## src/rtl/enemy_column.sv

```systemverilog
// One column of five invaders: alive flags, shared formation offset/direction, bullet hits,
// score, game-over and a 1-bit pixel. Define ENEMY_SPRITE_EN for animated bitmaps instead of solid boxes.
module enemy_column #(
    parameter int ENEMY_W     = 11,
    parameter int ENEMY_H     = 8,
    parameter int ROW_PITCH   = 12,
    parameter int STEP        = 2,
    parameter int DROP        = 8,
    parameter int MOVE_FRAMES = 8,
    parameter int LEFT_LIMIT  = 2,
    parameter int RIGHT_LIMIT = 317,
    parameter int GG_Y        = 200,
    parameter int TICK_X      = 240,
    parameter int TICK_Y      = 180
) (
    input  logic        clk,
    input  logic        reset,
    input  logic        left_in,
    input  logic        right_in,
    input  logic [9:0]  sx,
    input  logic [8:0]  sy,
    input  logic [9:0]  vga_x,
    input  logic [8:0]  vga_y,
    input  logic [9:0]  bx,
    input  logic [8:0]  by,
    output logic        left,
    output logic        right,
    output logic        b_hit,
    output logic        move,
    output logic        pixel,
    output logic [10:0] score,
    output logic        gg
);
    localparam int FW = (MOVE_FRAMES > 1) ? $clog2(MOVE_FRAMES) : 1;
    localparam logic [FW-1:0]     FC_LAST  = FW'(MOVE_FRAMES - 1);
    localparam logic signed [11:0] W_M1    = 12'(ENEMY_W - 1);
    localparam logic signed [11:0] H_M1    = 12'(ENEMY_H - 1);
    localparam logic signed [11:0] STEP_S  = 12'(STEP);
    localparam logic [9:0]         DROP_U  = 10'(DROP);
    localparam logic signed [11:0] RLIM_S  = 12'(RIGHT_LIMIT);
    localparam logic signed [11:0] LLIM_S  = 12'(LEFT_LIMIT + STEP);
    localparam logic signed [11:0] GG_S    = 12'(GG_Y);

    logic signed [11:0] xoff_q, xoff_d;
    logic [9:0]         yoff_q, yoff_d;
    logic               dir_left_q, dir_left_d;
    logic [4:0]         alive_q, alive_d;
    logic [FW-1:0]      fcnt_q, fcnt_d;
    logic [10:0]        score_q, score_d;
    logic               at_tick_q;
    logic               b_hit_q, b_hit_d;
    logic               move_q, move_d;
    logic               pixel_q, pixel_d;
    logic               gg_q, gg_d;
`ifdef ENEMY_SPRITE_EN
    logic               anim_q, anim_d;
`endif

    logic signed [11:0] x_lo, x_hi, bx_s, by_s, vx_s, vy_s;
    logic signed [11:0] y_lo [5];
    logic [4:0]         hit_vec, scan_vec, low_vec;
    logic               at_tick, tick, any_alive, bullet_on;

    function automatic logic [10:0] row_points(input int row);
        if (row == 0)     return 11'd30;
        else if (row < 3) return 11'd20;
        else              return 11'd10;
    endfunction

`ifdef ENEMY_SPRITE_EN
    // Rows 6-7 carry the animation difference; bit 0 is the leftmost pixel.
    function automatic logic [10:0] sprite_row(input logic [1:0] kind, input logic frame,
                                               input logic [2:0] r);
        logic [10:0] row;
        row = '0;
        case (kind)
            2'd0: case (r)
                3'd0: row = 11'b00001110000;
                3'd1: row = 11'b00011111000;
                3'd2: row = 11'b00111111100;
                3'd3: row = 11'b01101110110;
                3'd4: row = 11'b01111111110;
                3'd5: row = 11'b00010001000;
                3'd6: row = frame ? 11'b00100000100 : 11'b00101110100;
                default: row = frame ? 11'b00010001000 : 11'b01010001010;
            endcase
            2'd1: case (r)
                3'd0: row = 11'b00100000100;
                3'd1: row = 11'b00010001000;
                3'd2: row = 11'b00111111100;
                3'd3: row = 11'b01101110110;
                3'd4: row = 11'b11111111111;
                3'd5: row = 11'b10111111101;
                3'd6: row = frame ? 11'b00100000100 : 11'b10100000101;
                default: row = frame ? 11'b01000000010 : 11'b00011011000;
            endcase
            default: case (r)
                3'd0: row = 11'b00011111000;
                3'd1: row = 11'b01111111110;
                3'd2: row = 11'b11111111111;
                3'd3: row = 11'b11100100111;
                3'd4: row = 11'b11111111111;
                3'd5: row = 11'b00111011100;
                3'd6: row = frame ? 11'b01101110110 : 11'b01100100110;
                default: row = frame ? 11'b11000000011 : 11'b00110001100;
            endcase
        endcase
        return row;
    endfunction
`endif

    assign bx_s      = $signed({2'b00, bx});
    assign by_s      = $signed({3'b000, by});
    assign vx_s      = $signed({2'b00, vga_x});
    assign vy_s      = $signed({3'b000, vga_y});
    assign x_lo      = $signed({2'b00, sx}) + xoff_q;
    assign x_hi      = x_lo + W_M1;
    assign any_alive = |alive_q;
    assign bullet_on = (bx != 10'd0) || (by != 9'd0);
    assign at_tick   = (vga_x == 10'(TICK_X)) && (vga_y == 9'(TICK_Y));
    assign tick      = at_tick && !at_tick_q;

    // Geometry is evaluated on the pre-step position, so a hit in a step cycle uses the old boxes.
    always_comb begin
        for (int i = 0; i < 5; i++) begin
            y_lo[i]     = $signed({3'b000, sy}) + $signed({2'b00, yoff_q})
                          + $signed(12'(i * ROW_PITCH));
            hit_vec[i]  = alive_q[i] && bullet_on && (bx_s >= x_lo) && (bx_s <= x_hi)
                          && (by_s >= y_lo[i]) && (by_s <= y_lo[i] + H_M1);
            scan_vec[i] = alive_q[i] && (vx_s >= x_lo) && (vx_s <= x_hi)
                          && (vy_s >= y_lo[i]) && (vy_s <= y_lo[i] + H_M1)
`ifdef ENEMY_SPRITE_EN
                          && (|(sprite_row((i == 0) ? 2'd0 : ((i < 3) ? 2'd1 : 2'd2), anim_q,
                                           3'(vy_s - y_lo[i])) & (11'd1 << 4'(vx_s - x_lo))))
`endif
                          ;
            low_vec[i]  = alive_q[i] && (y_lo[i] + H_M1 >= GG_S);
        end
    end

    always_comb begin
        xoff_d     = xoff_q;
        yoff_d     = yoff_q;
        dir_left_d = dir_left_q;
        alive_d    = alive_q;
        fcnt_d     = fcnt_q;
        score_d    = score_q;
        move_d     = 1'b0;
        b_hit_d    = |hit_vec;
        pixel_d    = |scan_vec;
        gg_d       = gg_q | (|low_vec);
`ifdef ENEMY_SPRITE_EN
        anim_d     = anim_q;
`endif
        if (tick) begin
            if (fcnt_q == FC_LAST) begin
                fcnt_d = '0;
                move_d = 1'b1;
`ifdef ENEMY_SPRITE_EN
                anim_d = ~anim_q;
`endif
                if (!dir_left_q) begin
                    if (right_in) begin
                        yoff_d     = yoff_q + DROP_U;
                        dir_left_d = 1'b1;
                    end else begin
                        xoff_d = xoff_q + STEP_S;
                    end
                end else begin
                    if (left_in) begin
                        yoff_d     = yoff_q + DROP_U;
                        dir_left_d = 1'b0;
                    end else begin
                        xoff_d = xoff_q - STEP_S;
                    end
                end
            end else begin
                fcnt_d = fcnt_q + FW'(1);
            end
        end
        for (int i = 0; i < 5; i++) begin
            if (hit_vec[i]) begin
                alive_d[i] = 1'b0;
                score_d    = score_q + row_points(i);
            end
        end
    end

    always_ff @(posedge clk or negedge reset) begin
        if (!reset) begin
            xoff_q     <= '0;
            yoff_q     <= '0;
            dir_left_q <= 1'b0;
            alive_q    <= 5'b11111;
            fcnt_q     <= '0;
            score_q    <= '0;
            at_tick_q  <= 1'b0;
            b_hit_q    <= 1'b0;
            move_q     <= 1'b0;
            pixel_q    <= 1'b0;
            gg_q       <= 1'b0;
`ifdef ENEMY_SPRITE_EN
            anim_q     <= 1'b0;
`endif
        end else begin
            xoff_q     <= xoff_d;
            yoff_q     <= yoff_d;
            dir_left_q <= dir_left_d;
            alive_q    <= alive_d;
            fcnt_q     <= fcnt_d;
            score_q    <= score_d;
            at_tick_q  <= at_tick;
            b_hit_q    <= b_hit_d;
            move_q     <= move_d;
            pixel_q    <= pixel_d;
            gg_q       <= gg_d;
`ifdef ENEMY_SPRITE_EN
            anim_q     <= anim_d;
`endif
        end
    end

    assign right = any_alive && !dir_left_q && (x_hi + STEP_S > RLIM_S);
    assign left  = any_alive && dir_left_q && (x_lo < LLIM_S);
    assign b_hit = b_hit_q;
    assign move  = move_q;
    assign pixel = pixel_q;
    assign score = score_q;
    assign gg    = gg_q;

endmodule

```

## config.mk

```make
export PLATFORM = sky130hd
export DESIGN_NAME = enemy_column
export DESIGN_NICKNAME = d
export VERILOG_FILES = /design/src/rtl/enemy_column.sv
export SDC_FILE = /design/constraint.sdc
export NUM_CORES = 1
export LEC_CHECK = 0
export BUFFER_PORTS_ARGS = -buffer_cell sky130_fd_sc_hd__buf_2
export CAP_MARGIN = 0
export CORE_AREA = 4 4 182 184
export CTS_CLUSTER_DIAMETER = 80
export DETAILED_ROUTE_END_ITERATION = 6
export DIE_AREA = 0 0 186 188
export PLACE_DENSITY = 0.46
export SLEW_MARGIN = 20
export SYNTH_ARGS = -nofsm -noshare
export SYNTH_HDL_FRONTEND = slang
export SYNTH_SLANG_ARGS = --single-unit
```

## constraint.sdc

```tcl
create_clock -name clk -period 4.6 [get_ports clk]
set_input_delay 0.23 -clock clk [delete_from_list [all_inputs] [get_ports clk]]
set_output_delay 0.23 -clock clk [all_outputs]
set_load 0.01 [all_outputs]
```

==> flow_summary_export.csv, run 1 <==
group,metric,value,unit
run_status,status,"finished, violations left",
run_status,violations,"negative setup slack",
critical_path,critPathKind,"flop to flop",
logic_synthesis,synthCells,1102,
critical_path,setup.worst_path.end,"score[9]",
clock_tree,cts_htree_levels,2,
logic_synthesis,ys_seq_elements,42,
critical_path,worst_path_max_delay_cell,"fa_2",
clock_tree,numCtsBuffers,5,
cells_and_area,final_nets,1690,
clock_tree,ctsHoldBuffers,0,
floorplanning,dieArea,35000,sq um
cells_and_area,final_cell_mix,"buf_4 (222), ha_1 (212), buf_2 (76), a21oi_1 (70), nand2_1 (69)",
detailed_routing,drtAntennaViolNets,0,
logic_synthesis,synth_edf_count,0,
power_and_ir_drop,leakage,6.14,nW
timing,max_freq,210,MHz
grt,antenna_found_initial,0,
logic_synthesis,async_flop_share,100,%
critical_path,crit_required,4820,ps
power_and_ir_drop,powerDensity,151,nW/um^2
timing,skew,7.18,ps
flow_run,max_cap_viol_count,0,
timing,hold_viol,0,
floorplanning,dieHeight,188,microns
logic_synthesis,synth_cell_types,102,
detailed_routing,wl_per_cell,18.9,microns
critical_path,critPathCaptureType,"flop",
floorplanning,initial_core_util,29.9,%
critical_path,r2r_end,"score[9]",
timing,fin_crit,4760,ps
clock_tree,root_buffer,"clkbuf_16",
critical_path,cp_cell_sequence,"ha_2 -> fa_2 -> ha_2 -> buf_4 -> nand2_1 -> buf_4 -> a211oi_4 -> and3_1 -> o21a_1 -> xnor2_2 -> ha_1 -> and3_4 -> nand3_2 -> o2111a_2 -> o22ai_4 -> buf_6 -> nor4_4 -> buf_4 -> a2111o_1 -> a211oi_2 -> xor2_1",
cells_and_area,final_common_cell,"buf_4",
detailed_routing,via_per_inst,5.29,
detailed_routing,via_count,9556,
critical_path,r2r_start,"yoff_q[3]",
place,globalplace.congestion,0.869,
cells_and_area,n_antenna_cell,0,
grt,grt_max_degree,43,
clock_tree,clock_latency,290,ps
logic_synthesis,syn_area_per_cell,8.51,sq um
power_and_ir_drop,irDropWorstVdd,0.122,mV
clock_tree,clkSinkCount,42,
timing,layout_setup_ws,-161,ps
logic_synthesis,yosys_warnings,0,
logic_synthesis,synth_nets,1388,
detailed_routing,drcViolationCount,0,
floorplanning,rows,65,
clock_tree,clk_transition_reported_paths,70,ps
timing,worstMarginPinSlew,780,ps
detailed_routing,routed_wl,34.2,mm
logic_synthesis,synth_top_area_share,29.6,%
grt,globalRouteOverflowTotal,0,
logic_synthesis,seq_area_frac_synth,11.3,%
critical_path,critPathMaxFanout,5,
logic_synthesis,synth_area_leaders,"ha_1 (30%), dfrtp_1 (9.9%), xnor2_1 (5.1%)",
timing,maxSlewViolCount,0,
critical_path,cp_slowest_stage_delay,610,ps
cells_and_area,syn2layout_area_growth,36.0,%
clock_tree,tritoncts,"built",
critical_path,rrSetupSlack,-160,ps
timing,finalSetupViolations,7,
critical_path,worstRegToRegCells,21,
detailed_routing,first_iter_violations,424,
critical_path,critical_path_arrival,4980,ps
logic_synthesis,synth.cell_area,9380,sq um
place,io_buffer_count,76,
timing,slew_headroom,47.6,%
floorplanning,die_w,186,microns
grt,grt_first_pass_wirelength,52.2,mm
logic_synthesis,synth_top_area_cell,"ha_1",
critical_path,path_common_cell,"buf_4",
floorplanning,core,31400,sq um
logic_synthesis,ys.flop_type,"dfrtp_1",
clock_tree,clock_path_buffers,2,
critical_path,cp-startpoint,"yoff_q[3]",
floorplanning,io_pins,78,
detailed_routing,first_pass_iters,5,
place,dp_hpwl,28.1,mm
grt,track_usage,18.9,%
cells_and_area,fin_util,40.7,%
timing,rsz0062_at_grt,"true",
grt,grt_pass1_vias,9504,
timing,finalCritPeriodShare,104,%
critical_path,cp-start-kind,"flop",
min_path,hold_path_class,"input pin to asynchronous set/reset pin",
power_and_ir_drop,power,1.92,mW
cells_and_area,drive_gt1_share,33.7,%
report_power, final:
group          switching (mW)  leakage, nW  internal [mW]
Sequential         0.00000121        0.558          0.369
Combinational           0.604         5.51          0.533
Clock                   0.160       0.0771          0.257
Total                   0.764         6.14           1.16
how the worst min path moves through the flow:
stage | start | end | cells past startpoint
CTS | reset | yoff_q[4] | 2
floorplan | reset | at_tick_q | 0
finish | reset | yoff_q[4] | 2
global route | reset | yoff_q[4] | 2
detailed placement | reset | yoff_q[4] | 2
global placement | reset | yoff_q[4] | 2
registers in the layout, indices dropped and copies added, names as in the netlist:
register    cells
xoff_q         11
move            1
fcnt_q          3
at_tick_q       1
b_hit           1
yoff_q          7
score          10
pixel           1
alive_q         5
dir_left_q      1
gg              1
kinds of logic (layout without fill, tap and decap cells):
group,after synthesis,after routing,share of synthesized area [%]
flops,42,42,11.3
fa+ha+maj,225,225,30.2
compound gates,355,355,27.2
other cells,1,1,0.0400
mux,7,7,0.800
xor+xnor,81,81,8.60
buf+inv,74,377,3.33
simple gates,317,317,18.5
worst max-delay path, delay by kind of cell (launching register included):
kind                     cells  cell delay [ps]
AO/OA/AOI/OAI                6             1510
XOR/XNOR                     2              260
adder cells (fa/ha/maj)      4             1320
buffers and inverters        4              600
flip-flops                   1              380
AND/OR/NAND/NOR              5              580
Yosys cell counts (5+ instances only):
cell	number
a211o_1	9
a211oi_1	7
a211oi_2	8
a21boi_0	9
a21o_1	36
a21oi_1	75
a221oi_1	5
a31o_2	7
a31oi_1	11
and3_1	23
and4_1	5
clkbuf_1	7
dfrtp_1	37
dfstp_2	5
ha_1	222
inv_1	55
nand2_1	71
nand2b_1	10
nand3_1	26
nand4_1	25
nor2_1	57
nor2b_1	19
nor3_1	24
nor3b_1	6
nor4_1	11
o211ai_1	17
o21a_1	25
o21ai_0	66
o21ai_1	7
o22ai_1	11
o31ai_1	5
or2_2	5
or3_1	5
xnor2_1	55
xor2_1	18
timing repair:
item | CTS | global route
setup endpoints to repair | 11 | 14
cloned | 0 | 0
setup buffers | 15 | 17
pin swaps | 23 | 28
resized for setup | 35 | 71
layer usage:
metal,up-vias,part of all wire (%),GRT usage (%)
li1,4805,-,-
met1,4517,45,24.9
met2,195,49,33.4
met3,39,3.9,2.06
met4,0,1.9,3.34
met5,-,0,0
through the flow:
step | hold slack, ps | instances | setup WS, ps | area (sq um) | setup TNS (ps)
floorplan | -65.6 | 1102 | -17.1 | 9530 | -46.1
global placement | 375 | 1769 | -217 | 11900 | -1680
detailed placement | 372 | 1769 | -274 | 11900 | -1530
CTS | 53.7 | 1792 | -68.0 | 12300 | -225
global route | 58.4 | 1807 | -381 | 12800 | -3160
finish | 13.0 | 1807 | -161 | 12800 | -572
area by class of cell:
type | count | area [sq um]
Fill cell | 3212 | 18600
Multi-Input combinational cell | 986 | 8620
Timing Repair Buffer | 310 | 2190
Sequential cell | 42 | 1060
Tap cell | 402 | 503
Inverter | 59 | 228
Clock buffer | 6 | 129
Clock inverter | 2 | 37.5
Note: power is estimated with default switching activity, not from simulation.
==> run 2: changes to the inputs <==
==> constraint.sdc (replaced) <==
create_clock -name clk -period 4.6 [get_ports clk]
set_input_delay 0.92 -clock clk [delete_from_list [all_inputs] [get_ports clk]]
set_output_delay 0.92 -clock clk [all_outputs]
set_load 0.01 [all_outputs]
==> flow_summary_export.csv, run 2 (synthesis results as in run 1) <==
group,metric,value,unit
run_status,status,"finished, violations left",
run_status,violations,"negative setup slack",
power_and_ir_drop,powerDensity,144,nW/um^2
critical_path,critPathKind,"input pin to flop",
critical_path,r2r_end,"score[10]",
clock_tree,clk_transition_reported_paths,70,ps
power_and_ir_drop,irDropWorstVdd,0.133,mV
critical_path,cp_slowest_stage_delay,360,ps
grt,grt_max_degree,43,
cells_and_area,final_common_cell,"buf_4",
clock_tree,cts_htree_levels,2,
floorplanning,die_w,186,microns
clock_tree,clkSinkCount,42,
grt,track_usage,19.2,%
critical_path,critPathCaptureType,"flop",
detailed_routing,routed_wl,34.6,mm
grt,grt_pass1_vias,9806,
min_path,whs_path_depth,1,
timing,finalSetupViolations,12,
min_path,hold_end,"score[10]",
grt,antenna_found_initial,0,
floorplanning,core,31400,sq um
floorplanning,dieArea,35000,sq um
clock_tree,clock_latency,300,ps
critical_path,critical_path_arrival,5230,ps
detailed_routing,drcViolationCount,0,
min_path,holdCritStartpoint,"score[10]",
timing,finalCritPeriodShare,110,%
timing,skew,17.0,ps
clock_tree,ctsHoldBuffers,0,
detailed_routing,first_pass_iters,4,
cells_and_area,final_nets,1767,
detailed_routing,wl_per_cell,18.4,microns
detailed_routing,via_count,9799,
timing,worstMarginPinSlew,817,ps
detailed_routing,via_per_inst,5.20,
cells_and_area,final_cell_mix,"buf_4 (293), ha_1 (204), buf_2 (73), a21oi_1 (69), nand2_1 (67)",
floorplanning,dieHeight,188,microns
cells_and_area,largest_reg_flops,11,
place,dp_hpwl,28.7,mm
critical_path,path_delay_family,"compound AO/OA/AOI/OAI gates",
grt,grt_first_pass_wirelength,53.5,mm
cells_and_area,largest_register,"xoff_q",
clock_tree,root_buffer,"clkbuf_16",
power_and_ir_drop,power,1.97,mW
timing,maxSlewViolCount,0,
min_path,hold_path_class,"flop to flop",
timing,slew_headroom,44.8,%
power_and_ir_drop,leakage,6.50,nW
critical_path,r2r_start,"xoff_q[1]",
place,globalplace.congestion,0.925,
critical_path,critPathBufInv,6,
clock_tree,tritoncts,"built",
clock_tree,numCtsBuffers,5,
critical_path,worstRegToRegCells,23,
critical_path,crit_required,4780,ps
place,dpl_cell_area,12400,sq um
place,io_buffer_count,76,
floorplanning,initial_core_util,29.9,%
cells_and_area,syn2layout_area_growth,45.6,%
timing,layout_setup_ws,-446,ps
timing,hold_viol,0,
cells_and_area,drive_gt1_share,39.7,%
grt,globalRouteOverflowTotal,0,
floorplanning,rows,65,
clock_tree,clock_path_buffers,2,
critical_path,worst_path_max_delay_cell,"fa_2",
detailed_routing,drtAntennaViolNets,0,
critical_path,critPathMaxFanout,5,
critical_path,cp_cell_sequence,"buf_6 -> ha_4 -> fa_2 -> a211oi_4 -> buf_12 -> buf_4 -> o21ba_4 -> nor2_4 -> inv_2 -> xnor2_2 -> inv_2 -> ha_4 -> a21o_1 -> a21o_1 -> a2111oi_4 -> nor2_1 -> a211o_1 -> a31oi_1 -> o2111ai_2 -> buf_4 -> a22o_4 -> a211oi_4 -> o211ai_1 -> xnor2_1",
cells_and_area,n_antenna_cell,0,
timing,rsz0062_at_grt,"true",
critical_path,cp-start-kind,"input pin",
timing,max_freq,198,MHz
floorplanning,io_pins,78,
critical_path,worst-path-stages,24,
flow_run,max_cap_viol_count,0,
cells_and_area,design_area,13700,sq um
timing,fin_crit,5050,ps
place,post-place-ws,-837,ps
detailed_routing,first_iter_violations,449,
critical_path,rrSetupSlack,-190,ps
==> run 2: final cells by class <==
cell class | instances | area, sq um
clock buffer | 5 | 125
clock inverter | 3 | 23.8
fill | 3173 | 17700
inverter | 59 | 236
multi-input combinational | 986 | 8880
sequential | 42 | 1060
tap | 402 | 503
timing repair buffer | 387 | 2840
==> run 2: worst max-delay path by stage <==
stage | startpoint | endpoint
2_1_floorplan | sx[1] | score[6]
3_3_place_gp | sx[1] | score[6]
3_5_place_dp | sx[1] | score[10]
4_1_cts | sx[1] | score[10]
5_1_grt | sx[1] | score[8]
6_report | sx[1] | score[10]
==> run 2: worst reg2reg max path, cell delays in order (launching register included) <==
cell       delay (ps)
dfrtp_1           430
ha_4              190
fa_2              360
a211oi_4          330
buf_12            150
buf_4             100
o21ba_4           140
nor2_4             50
inv_2              70
xnor2_2           120
inv_2              80
ha_4              220
a21o_1            150
a21o_1            180
a2111oi_4         360
nor2_1             80
a211o_1           300
a31oi_1           190
o2111ai_2         150
buf_4             170
a22o_4            270
a211oi_4          290
o211ai_1          160
xnor2_1           150
==> run 2: metrics by stage <==
step / setup TNS [ps] / std cells / util (%) / hold WS, ps
after floorplan: -3540 / 1102 / - / 464
after global routing: -7090 / 1884 / 43.5 / 507
final: -4040 / 1884 / 43.5 / 493
after CTS: -3790 / 1873 / 42.2 / 494
after global placement: -10820 / 1833 / 39.6 / 489
after detailed placement: -11310 / 1833 / 39.6 / 478
==> run 2: what timing repair did <==
action                                  CTS  global route
endpoints found under the setup margin   18            19
pin swaps                                72            44
gates resized for setup                  80            73
setup buffers                            32            14
==> run 2: metal layers <==
layer / GRT usage [%] / share of wire [%]
met4: 4.57 / 2.4
met1: 26.0 / 46
met3: 2.08 / 3.7
met5: 0 / 0
met2: 32.5 / 47
==> run 2: power by group <==
part | internal [mW] | leakage (nW) | switching, mW
logic | 0.595 | 5.88 | 0.639
registers | 0.369 | 0.558 | 0.00000111
clock network | 0.203 | 0.0664 | 0.165
